File: src/rtl/seven_seg_pkg.sv
// Shared definitions for the seven-segment display path.
// Contents:
//   state_e           - handshake/conversion FSM states (IDLE, CONV, LOAD)
//   SEG_BLANK         - all segments off, active-high form
//   SEG_DASH          - segment g only, active-high form
//   seven_seg_decode  - hex nibble to active-high {a,b,c,d,e,f,g}
//   seg_polarity      - converts an active-high pattern to the pin polarity
package seven_seg_pkg;

  typedef enum logic [1:0] {
    IDLE = 2'd0,
    CONV = 2'd1,
    LOAD = 2'd2
  } state_e;

  localparam logic [6:0] SEG_BLANK = 7'h00;
  localparam logic [6:0] SEG_DASH  = 7'h01;

  // Bit 6 is segment a, bit 0 is segment g; a set bit means the segment is lit.
  function automatic logic [6:0] seven_seg_decode(input logic [3:0] nib);
    logic [6:0] s;
    case (nib)
      4'h0:    s = 7'h7E;
      4'h1:    s = 7'h30;
      4'h2:    s = 7'h6D;
      4'h3:    s = 7'h79;
      4'h4:    s = 7'h33;
      4'h5:    s = 7'h5B;
      4'h6:    s = 7'h5F;
      4'h7:    s = 7'h70;
      4'h8:    s = 7'h7F;
      4'h9:    s = 7'h7B;
      4'hA:    s = 7'h77;
      4'hB:    s = 7'h1F;
      4'hC:    s = 7'h4E;
      4'hD:    s = 7'h3D;
      4'hE:    s = 7'h4F;
      default: s = 7'h47;
    endcase
    return s;
  endfunction

  function automatic logic [6:0] seg_polarity(input logic [6:0] s, input logic active_low);
    return active_low ? ~s : s;
  endfunction

endpackage

File: src/rtl/bin2bcd_serial.sv
// Serial double-dabble binary-to-BCD converter.
// Ports:
//   clk, rst_n  - clock, asynchronous active-low reset
//   start_i     - loads bin_i and begins a conversion (one shift per cycle)
//   bin_i       - binary value to convert
//   done_o      - high during the cycle in which the final shift happens
//   bcd_o       - NUM_DIGITS packed BCD digits, valid after done_o
//   ovf_o       - sticky: a 1 was shifted out of the top BCD digit
module bin2bcd_serial #(
  parameter int DATA_W     = 14,
  parameter int NUM_DIGITS = 4
) (
  input  logic                    clk,
  input  logic                    rst_n,
  input  logic                    start_i,
  input  logic [DATA_W-1:0]       bin_i,
  output logic                    done_o,
  output logic [4*NUM_DIGITS-1:0] bcd_o,
  output logic                    ovf_o
);

  localparam int BCD_W = 4 * NUM_DIGITS;
  localparam int CNT_W = $clog2(DATA_W + 1);

  logic [DATA_W-1:0] shift_q;
  logic [BCD_W-1:0]  bcd_q;
  logic [BCD_W-1:0]  adj_d;
  logic [CNT_W-1:0]  cnt_q;
  logic              busy_q;
  logic              ovf_q;

  // Add-3 correction so that each digit carries correctly on the next shift.
  always_comb begin
    adj_d = bcd_q;
    for (int i = 0; i < NUM_DIGITS; i++) begin
      if (bcd_q[4*i +: 4] >= 4'd5) begin
        adj_d[4*i +: 4] = bcd_q[4*i +: 4] + 4'd3;
      end
    end
  end

  assign done_o = busy_q && (cnt_q == CNT_W'(DATA_W - 1));

  always_ff @(posedge clk or negedge rst_n) begin
    if (!rst_n) begin
      shift_q <= '0;
      bcd_q   <= '0;
      cnt_q   <= '0;
      busy_q  <= 1'b0;
      ovf_q   <= 1'b0;
    end else if (start_i) begin
      shift_q <= bin_i;
      bcd_q   <= '0;
      cnt_q   <= '0;
      busy_q  <= 1'b1;
      ovf_q   <= 1'b0;
    end else if (busy_q) begin
      bcd_q   <= {adj_d[BCD_W-2:0], shift_q[DATA_W-1]};
      shift_q <= shift_q << 1;
      cnt_q   <= cnt_q + 1'b1;
      // Digits above the top one are not stored; losing a 1 means the value did not fit.
      if (adj_d[BCD_W-1]) begin
        ovf_q <= 1'b1;
      end
      if (done_o) begin
        busy_q <= 1'b0;
      end
    end
  end

  assign bcd_o = bcd_q;
  assign ovf_o = ovf_q;

endmodule

File: src/rtl/seg_mux_driver.sv
// Multiplexed N-digit seven-segment driver with hex/BCD display,
// brightness PWM, leading-zero blanking, overflow dashes and decimal points.
// Ports:
//   clk, rst_n            - clock, asynchronous active-low reset
//   val_valid/val_ready   - value handshake; val_data and hex_mode sampled on transfer
//   lz_blank, dp_in       - live display options
//   brightness            - 0 (dark) .. 15 (15/16 duty), applied at slot boundaries
//   seg, seg_dp, dig_sel  - registered pin drivers
//   ovf                   - shown value did not fit in NUM_DIGITS digits
module seg_mux_driver
  import seven_seg_pkg::*;
#(
  parameter int NUM_DIGITS     = 4,
  parameter int DATA_W         = 14,
  parameter int CLK_IN_HZ      = 84_000_000,
  parameter int SCAN_HZ        = 1000,
  parameter bit SEG_ACTIVE_LOW = 1'b1,
  parameter bit SEL_ACTIVE_LOW = 1'b0
) (
  input  logic                  clk,
  input  logic                  rst_n,
  input  logic                  val_valid,
  output logic                  val_ready,
  input  logic [DATA_W-1:0]     val_data,
  input  logic                  hex_mode,
  input  logic                  lz_blank,
  input  logic [NUM_DIGITS-1:0] dp_in,
  input  logic [3:0]            brightness,
  output logic [6:0]            seg,
  output logic                  seg_dp,
  output logic [NUM_DIGITS-1:0] dig_sel,
  output logic                  ovf
);

  localparam int BCD_W    = 4 * NUM_DIGITS;
  localparam int DWELL    = CLK_IN_HZ / (SCAN_HZ * NUM_DIGITS);
  localparam int SLOT_LEN = (DWELL >= 16) ? DWELL / 16 : 1;
  localparam int SLOT_W   = (SLOT_LEN > 1) ? $clog2(SLOT_LEN) : 1;
  localparam int IDX_W    = (NUM_DIGITS > 1) ? $clog2(NUM_DIGITS) : 1;

  localparam logic [6:0]            SEG_OFF = seg_polarity(SEG_BLANK, SEG_ACTIVE_LOW);
  localparam logic                  DP_OFF  = SEG_ACTIVE_LOW;
  localparam logic [NUM_DIGITS-1:0] SEL_OFF = {NUM_DIGITS{SEL_ACTIVE_LOW}};

  // Handshake / display register state
  state_e              state_q;
  logic                ready_q;
  logic [DATA_W-1:0]   data_q;
  logic                hex_q;
  logic [BCD_W-1:0]    digits_q;
  logic                ovf_q;

  // Scan state
  logic [SLOT_W-1:0]   tick_q;
  logic [3:0]          slot_q;
  logic [IDX_W-1:0]    idx_q;
  logic [3:0]          bright_q;

  // Pin registers
  logic [6:0]            seg_q, seg_d;
  logic                  dp_q, dp_d;
  logic [NUM_DIGITS-1:0] sel_q, sel_d;

  logic                     conv_start;
  logic                     conv_done;
  logic [BCD_W-1:0]         conv_bcd;
  logic                     conv_ovf;
  logic [DATA_W+BCD_W-1:0]  hex_ext;

  assign conv_start = (state_q == IDLE) && ready_q && val_valid && !hex_mode;

  bin2bcd_serial #(
    .DATA_W     (DATA_W),
    .NUM_DIGITS (NUM_DIGITS)
  ) u_bin2bcd (
    .clk     (clk),
    .rst_n   (rst_n),
    .start_i (conv_start),
    .bin_i   (val_data),
    .done_o  (conv_done),
    .bcd_o   (conv_bcd),
    .ovf_o   (conv_ovf)
  );

  // Zero-extension lets narrow and wide DATA_W share one expression for
  // the low nibbles and the "bits above the display" overflow test.
  assign hex_ext = {{BCD_W{1'b0}}, data_q};

  always_ff @(posedge clk or negedge rst_n) begin
    if (!rst_n) begin
      state_q  <= IDLE;
      ready_q  <= 1'b1;
      data_q   <= '0;
      hex_q    <= 1'b0;
      digits_q <= '0;
      ovf_q    <= 1'b0;
    end else begin
      case (state_q)
        IDLE: begin
          if (val_valid && ready_q) begin
            data_q  <= val_data;
            hex_q   <= hex_mode;
            ready_q <= 1'b0;
            state_q <= hex_mode ? LOAD : CONV;
          end
        end
        CONV: begin
          if (conv_done) begin
            state_q <= LOAD;
          end
        end
        LOAD: begin
          if (hex_q) begin
            digits_q <= hex_ext[BCD_W-1:0];
            ovf_q    <= |(hex_ext >> BCD_W);
          end else begin
            digits_q <= conv_bcd;
            ovf_q    <= conv_ovf;
          end
          ready_q <= 1'b1;
          state_q <= IDLE;
        end
        default: begin
          state_q <= IDLE;
          ready_q <= 1'b1;
        end
      endcase
    end
  end

  // Brightness is captured only when a new slot starts so a mid-slot change
  // never produces a partial slot.
  always_ff @(posedge clk or negedge rst_n) begin
    if (!rst_n) begin
      tick_q   <= '0;
      slot_q   <= '0;
      idx_q    <= '0;
      bright_q <= '0;
    end else if (tick_q == SLOT_W'(SLOT_LEN - 1)) begin
      tick_q   <= '0;
      slot_q   <= slot_q + 4'd1;
      bright_q <= brightness;
      if (slot_q == 4'd15) begin
        idx_q <= (idx_q == IDX_W'(NUM_DIGITS - 1)) ? '0 : idx_q + 1'b1;
      end
    end else begin
      tick_q <= tick_q + 1'b1;
    end
  end

  // bright_q never exceeds 15, so slot 15 is always outside the window.
  always_comb begin
    logic [3:0]       nib;
    logic [BCD_W-1:0] upper;
    logic             blank;
    logic [6:0]       raw;
    nib   = digits_q[{idx_q, 2'b00} +: 4];
    upper = digits_q >> {idx_q, 2'b00};
    blank = lz_blank && (idx_q != '0) && (upper == '0);
    if (ovf_q) begin
      raw = SEG_DASH;
    end else if (blank) begin
      raw = SEG_BLANK;
    end else begin
      raw = seven_seg_decode(nib);
    end
    seg_d = SEG_OFF;
    dp_d  = DP_OFF;
    sel_d = SEL_OFF;
    if (slot_q < bright_q) begin
      seg_d = seg_polarity(raw, SEG_ACTIVE_LOW);
      dp_d  = dp_in[idx_q] ^ SEG_ACTIVE_LOW;
      sel_d = (NUM_DIGITS'(1) << idx_q) ^ SEL_OFF;
    end
  end

  always_ff @(posedge clk or negedge rst_n) begin
    if (!rst_n) begin
      seg_q <= SEG_OFF;
      dp_q  <= DP_OFF;
      sel_q <= SEL_OFF;
    end else begin
      seg_q <= seg_d;
      dp_q  <= dp_d;
      sel_q <= sel_d;
    end
  end

  assign val_ready = ready_q;
  assign ovf       = ovf_q;
  assign seg       = seg_q;
  assign seg_dp    = dp_q;
  assign dig_sel   = sel_q;

endmodule

File: config.mk
export PLATFORM = sky130hd
export DESIGN_NAME = seg_mux_driver
export DESIGN_NICKNAME = d
export VERILOG_FILES = /design/src/rtl/seven_seg_pkg.sv /design/src/rtl/bin2bcd_serial.sv /design/src/rtl/seg_mux_driver.sv
export SDC_FILE = /design/constraint.sdc
export NUM_CORES = 1
export LEC_CHECK = 0
export BUFFER_PORTS_ARGS = -buffer_cell sky130_fd_sc_hd__clkbuf_2
export CORE_UTILIZATION = 45
export CTS_BUF_LIST = sky130_fd_sc_hd__clkbuf_2 sky130_fd_sc_hd__clkbuf_4 sky130_fd_sc_hd__clkbuf_8
export CTS_CLUSTER_SIZE = 24
export DETAILED_ROUTE_END_ITERATION = 8
export GPL_TIMING_DRIVEN = 1
export MAX_ROUTING_LAYER = met4
export PLACE_DENSITY = 0.63
export SETUP_SLACK_MARGIN = 0.5
export SLEW_MARGIN = 20
export SYNTH_ARGS = -nofsm -noshare
export SYNTH_HDL_FRONTEND = slang
export SYNTH_SLANG_ARGS = --single-unit
File: constraint.sdc
create_clock -name clk -period 6.75 [get_ports clk]
set_input_delay 0.3375 -clock clk [delete_from_list [all_inputs] [get_ports clk]]
set_output_delay 0.3375 -clock clk [all_outputs]
set_load 0.1 [all_outputs]
After elaboration in Yosys (flattened, before gate mapping)
Memories as Yosys holds them, arrays and structs flattened. Cells that the tools add are included.

Equality and inequality tests: 8. $lt $le $gt $ge: 6. Muxes and demuxes: 33. Reductions and logical operators: 18. Add/sub/neg operators: 8. Bitwise operators: 3. Shift operators: 3.

Operators with widths (count): 16-bit 2-to-1 mux (3); 14-bit 2-to-1 mux (2); 4-bit 2-to-1 mux (7); 7-bit 2-to-1 mux (3); 4-bit by 2-bit adder with 4-bit output, second input constant (4); 4-bit by 3-bit greater-or-equal comparator with 1-bit output, second input constant (4); 16-bit logical NOT (1); 16-bit by 5-bit variable part select with 4-bit output (1); 16-bit by 4-bit >> shifter with 16-bit output (1); 11-bit by 1-bit adder with 11-bit output, second input constant (1); 11-bit equality test, second input constant (1); 11-bit 2-to-1 mux (1); 1-bit 2-to-1 mux (10); 2-bit AND reduction (5); 4-bit by 1-bit adder with 4-bit output, second input constant (2); 4-bit equality test, second input constant (2); 2-bit 2-to-1 mux (4); 1-bit logical AND (7); 7-bit inverter (1); 2-bit nonzero test (3); 2-bit equality test, second input constant (2); 4-bit < comparator (1); 2-bit one-hot mux with 2 select lines (1); 1-bit by 2-bit << shifter with 4-bit output, first input constant (1); 10 further kinds (11).

Memories kept: 1. ROM bits: 112. Bits in registers: 104.

Memories: (no name shown) (words 16, bits a word 7, rd ports 1, clocked after memory_dff 0, wr ports 0, RTL line seven_seg_pkg.sv:22) `case (nib)`.

Logic depth before layout (Yosys ltp)
Depth after elaboration: 7. Depth in mapped cells: 7. Mapped depth without buffers: 7.

Cells and area by module
From an unflattened synthesis, not the netlist that was laid out.

Cell total of the unflattened synthesis: 484. Area, all modules: 5238.8 µm².

Modules (own cells, without submodules): seg_mux_driver (area an instance 3293.2 µm², instances 1, cells each 281, seq. area each 1712.9 µm²); bin2bcd_serial (area an instance 1945.6 µm², instances 1, cells each 203, seq. area each 900.9 µm²).

Worst setup path after synthesis
Ideal clock, no wire load.

Kind: register to register. From: register idx_q[0]. To: register seg_q[3], in the netlist seg[3]. Arrival: 2.025 ns. Stages on the path, launching flop included: 8. Required time: 6.659 ns. Path buffers: 1. Slack: 4.633 ns. Path through: dfrtp_1 -> buf_6 -> mux4_2 -> inv_1 -> ha_1 -> inv_1 -> mux4_2 -> nand2b_1.

Longest elaborated chain between the ends: 7. Elaborated cells on any way between the ends: 11.

Ends and longest elaborated chain: start, declared (RTL line seg_mux_driver.sv:56) `logic [IDX_W-1:0] idx_q;`; start signal, assigned (RTL line seg_mux_driver.sv:144) `idx_q <= (idx_q == IDX_W'(NUM_DIGITS - 1)) ? '0 : idx_q + 1'b1;`; parallel branches: the longest is 3 deep, another holds memory 16 x 7 bit; 7-bit 2-to-1 mux (*) (RTL line seg_mux_driver.sv:162) `end else if (blank) begin`; 7-bit 2-to-1 mux (*) (RTL line seg_mux_driver.sv:160) `if (ovf_q) begin`; 7-bit inverter (*) (RTL line seven_seg_pkg.sv:44) `return active_low ? ~s : s;`; 7-bit 2-to-1 mux (*) (RTL line seg_mux_driver.sv:170) `if (slot_q < bright_q) begin`; named net seg_d[3] (RTL line seg_mux_driver.sv:60) `logic [6:0] seg_q, seg_d;`; end signal, assigned (RTL line seg_mux_driver.sv:183) `seg_q <= seg_d;`; end, declared (RTL line seg_mux_driver.sv:60).

Mark *: on every way through the listed nets, which the timed path passes. A chain may end at the register's enable or synchronous reset.

Worst setup path after layout
From: register idx_q[0]. To: register seg_q[2], in the netlist seg[2].

The elaborated chain is that of the path after synthesis.

==> reports/metrics.yaml <==
syn2layout_area_growth_pct: 10.1
wl_met3_um: 304
insertion_delay_ns: 0.36
hold_slack_ns: 0.00144
wl_met2_um: 4690
period_share_pct: 35.7
yosysWarningCount: 0
num_antenna_cells: 0
drtAntennaViolNets: 0
clk_transition_reported_paths_ns: 0.10
p_per_area_nw_per_um2: 442
tns_ns: 0
path_max_fanout: 14
hpwl_um: 6730
cts_buffers: 9
design.core.area_um2: 11000
dieArea_um2: 11900
die_x_um: 109
end_kind: "flop"
antenna_found_initial: 0
period_needed_ns: 2.41
finalMaxSlewViolations: 0
yosysTopAreaCell: "dfrtp_1"
synthCells: 482
fmax_mhz: 415
start_kind: "flop"
overflow: 0
rows: 38
yosysMostFrequentCell: "dfrtp_1"
drcViolationCount: 0
vias: 3484
cap_violations: 0
clockBufferDepth: 2
io_buffers: 40
wl_per_cell_um: 14.2
syn_area_um2: 5170
ys_ff_latch: 104
ir_drop_mv: 0.372
via_per_inst: 5.28
ys_dominant_reg_cell: "dfrtp_1"
initial_core_util_pct: 46.9
status: "finished, final reports clean"
ys_seq_area_share_pct: 50.5
cp.required_ns: 7.00
rr_worst_depth: 6
min_path_type: "in2async"
tightest_slew_ns: 1.05
htreeDepth: 3
rsz0062_at_grt: "no"
drive_gt1_share_pct: 19.2
cts.sinks: 104
routed.top_layer: "met4"
cts_resized: 0
gp_congestion: 0.849
slew_headroom_pct: 30.3
cp.arrival_ns: 2.66
boundaryPins: 41
grt_pass1_wl_um: 16400
grt_pass1_vias: 3489
wl_met1_um: 4320
routed_wirelength_um: 9400
fin_skew_ns: 0.00685
synthTopCellsByCount: "dfrtp_1, nand2_1, o21ai_0, mux2i_1, nor2_1"
cts_root_buf: "clkbuf_8"
final-setup-viol-count: 0
total_leakage_power_nw: 2.65
firstDrtPassIters: 6
synth_top_cell_area_share_pct: 46.0
grt_max_degree: 54
hold_viol_final: 0
detail_route.iter0.violations: 149
async_flop_share_pct: 100
synth_cell_type_count: 44
dieHeight_um: 109
path_class: "reg2reg"
layout.nets: 567
tritoncts: "done"
synth.avg_cell_area_um2: 10.7
cts_hold_buffers: 0
synth-edff-count: 0
syn-num-nets: 534
synthTopCellsByArea: "dfrtp_1, mux2i_1, ha_1"
track_usage_pct: 18.2
post-cts-setup-buffers: 0
through the flow:
step | instances | setup slack, ns | total power, mW | area [µm²] | utilization, %
CTS | 660 | 4.35 | 2.55 | 5690 | 51.6
finish | 660 | 4.34 | 2.52 | 5700 | 51.6
global route | 660 | 4.17 | 2.73 | 5700 | 51.6
detailed placement | 644 | 4.38 | 2.15 | 5490 | 49.7
global placement | 644 | 4.46 | 2.10 | 5490 | 49.7
floorplan | 482 | 4.63 | 1.92 | 5170 | -
area by class of cell:
cell class,count,area (µm²)
well taps,140,175
multi-input cells,336,2400
inverters,21,78.8
clock buffers,9,124
repair buffers,43,225
fillers,1036,5330
flip-flops and latches,104,2620
clock inverters,7,80.1
metal layers:
layer | GRT usage (%) | vias up
met5 | - | -
met4 | 4.29 | 0
met3 | 3.77 | 9
met2 | 30.7 | 57
met1 | 22.4 | 1675
li1 | - | 1743
report_power, final:
group / total [mW] / switching, mW / internal, mW
registers: 1.13 / 0.267 / 0.859
clock network: 0.393 / 0.217 / 0.176
logic: 1.00 / 0.571 / 0.430
final timing paths:
check | from | to | slack (ns)
setup / recovery | idx_q[0] | seg[2] | 4.34
hold / removal | rst_n | tick_q[7] | 0.001
setup reg to reg | idx_q[0] | seg[2] | 4.34
hold reg to reg | tick_q[4] | tick_q[4] | 0.48
max in group asynchronous | rst_n | u_bin2bcd.cnt_q[2] | 5.68
min in group clk | brightness[1] | bright_q[1] | 0.17
cell usage in the layout (no fill, tap or decap), types with 2 or more instances in the layout:
cell type,count
a211oi_1,6
a21o_1,2
a21oi_1,17
a22oi_1,2
a31oi_1,2
and2_1,6
and3_1,3
buf_4,4
clkbuf_2,39
clkbuf_8,9
clkinv_4,2
dfrtp_1,94
dfstp_2,9
ha_1,25
inv_1,21
mux2_2,17
mux2i_1,40
mux4_2,5
nand2_1,58
nand2b_1,11
nand3_1,9
nand4_1,5
nor2_1,31
nor3_1,3
nor3_2,2
nor3b_1,4
nor4_1,2
o211ai_1,4
o21ai_0,49
o21ai_1,2
xnor2_1,10
xor2_1,7
cells by family (layout without fill, tap and decap cells):
group,Yosys count,after routing,share of synthesized area (%)
AOI/OAI and AO/OA,90,90,9.97
DFF,104,104,50.5
xor gates and xnor gates,17,17,2.88
buffers and inverters,42,80,3.34
adders and majority gates,25,25,6.05
muxes,64,64,14.4
and+or+nand+nor,140,140,12.8
worst max-delay path: stages (launching register included):
cell and delay [ns]:
dfrtp_1 0.70, mux4_2 0.40, inv_1 0.11, ha_1 0.22
and3_1 0.18, a211oi_1 0.46, o221ai_1 0.24
state kept, by name, summed over array words and instances (netlist names), 7 cells and up:
register,cells
data_q,14
digits_q,16
seg,7
tick_q,11
u_bin2bcd.bcd_o,16
u_bin2bcd.shift_q,14
Power figures use the tool's default switching activity.
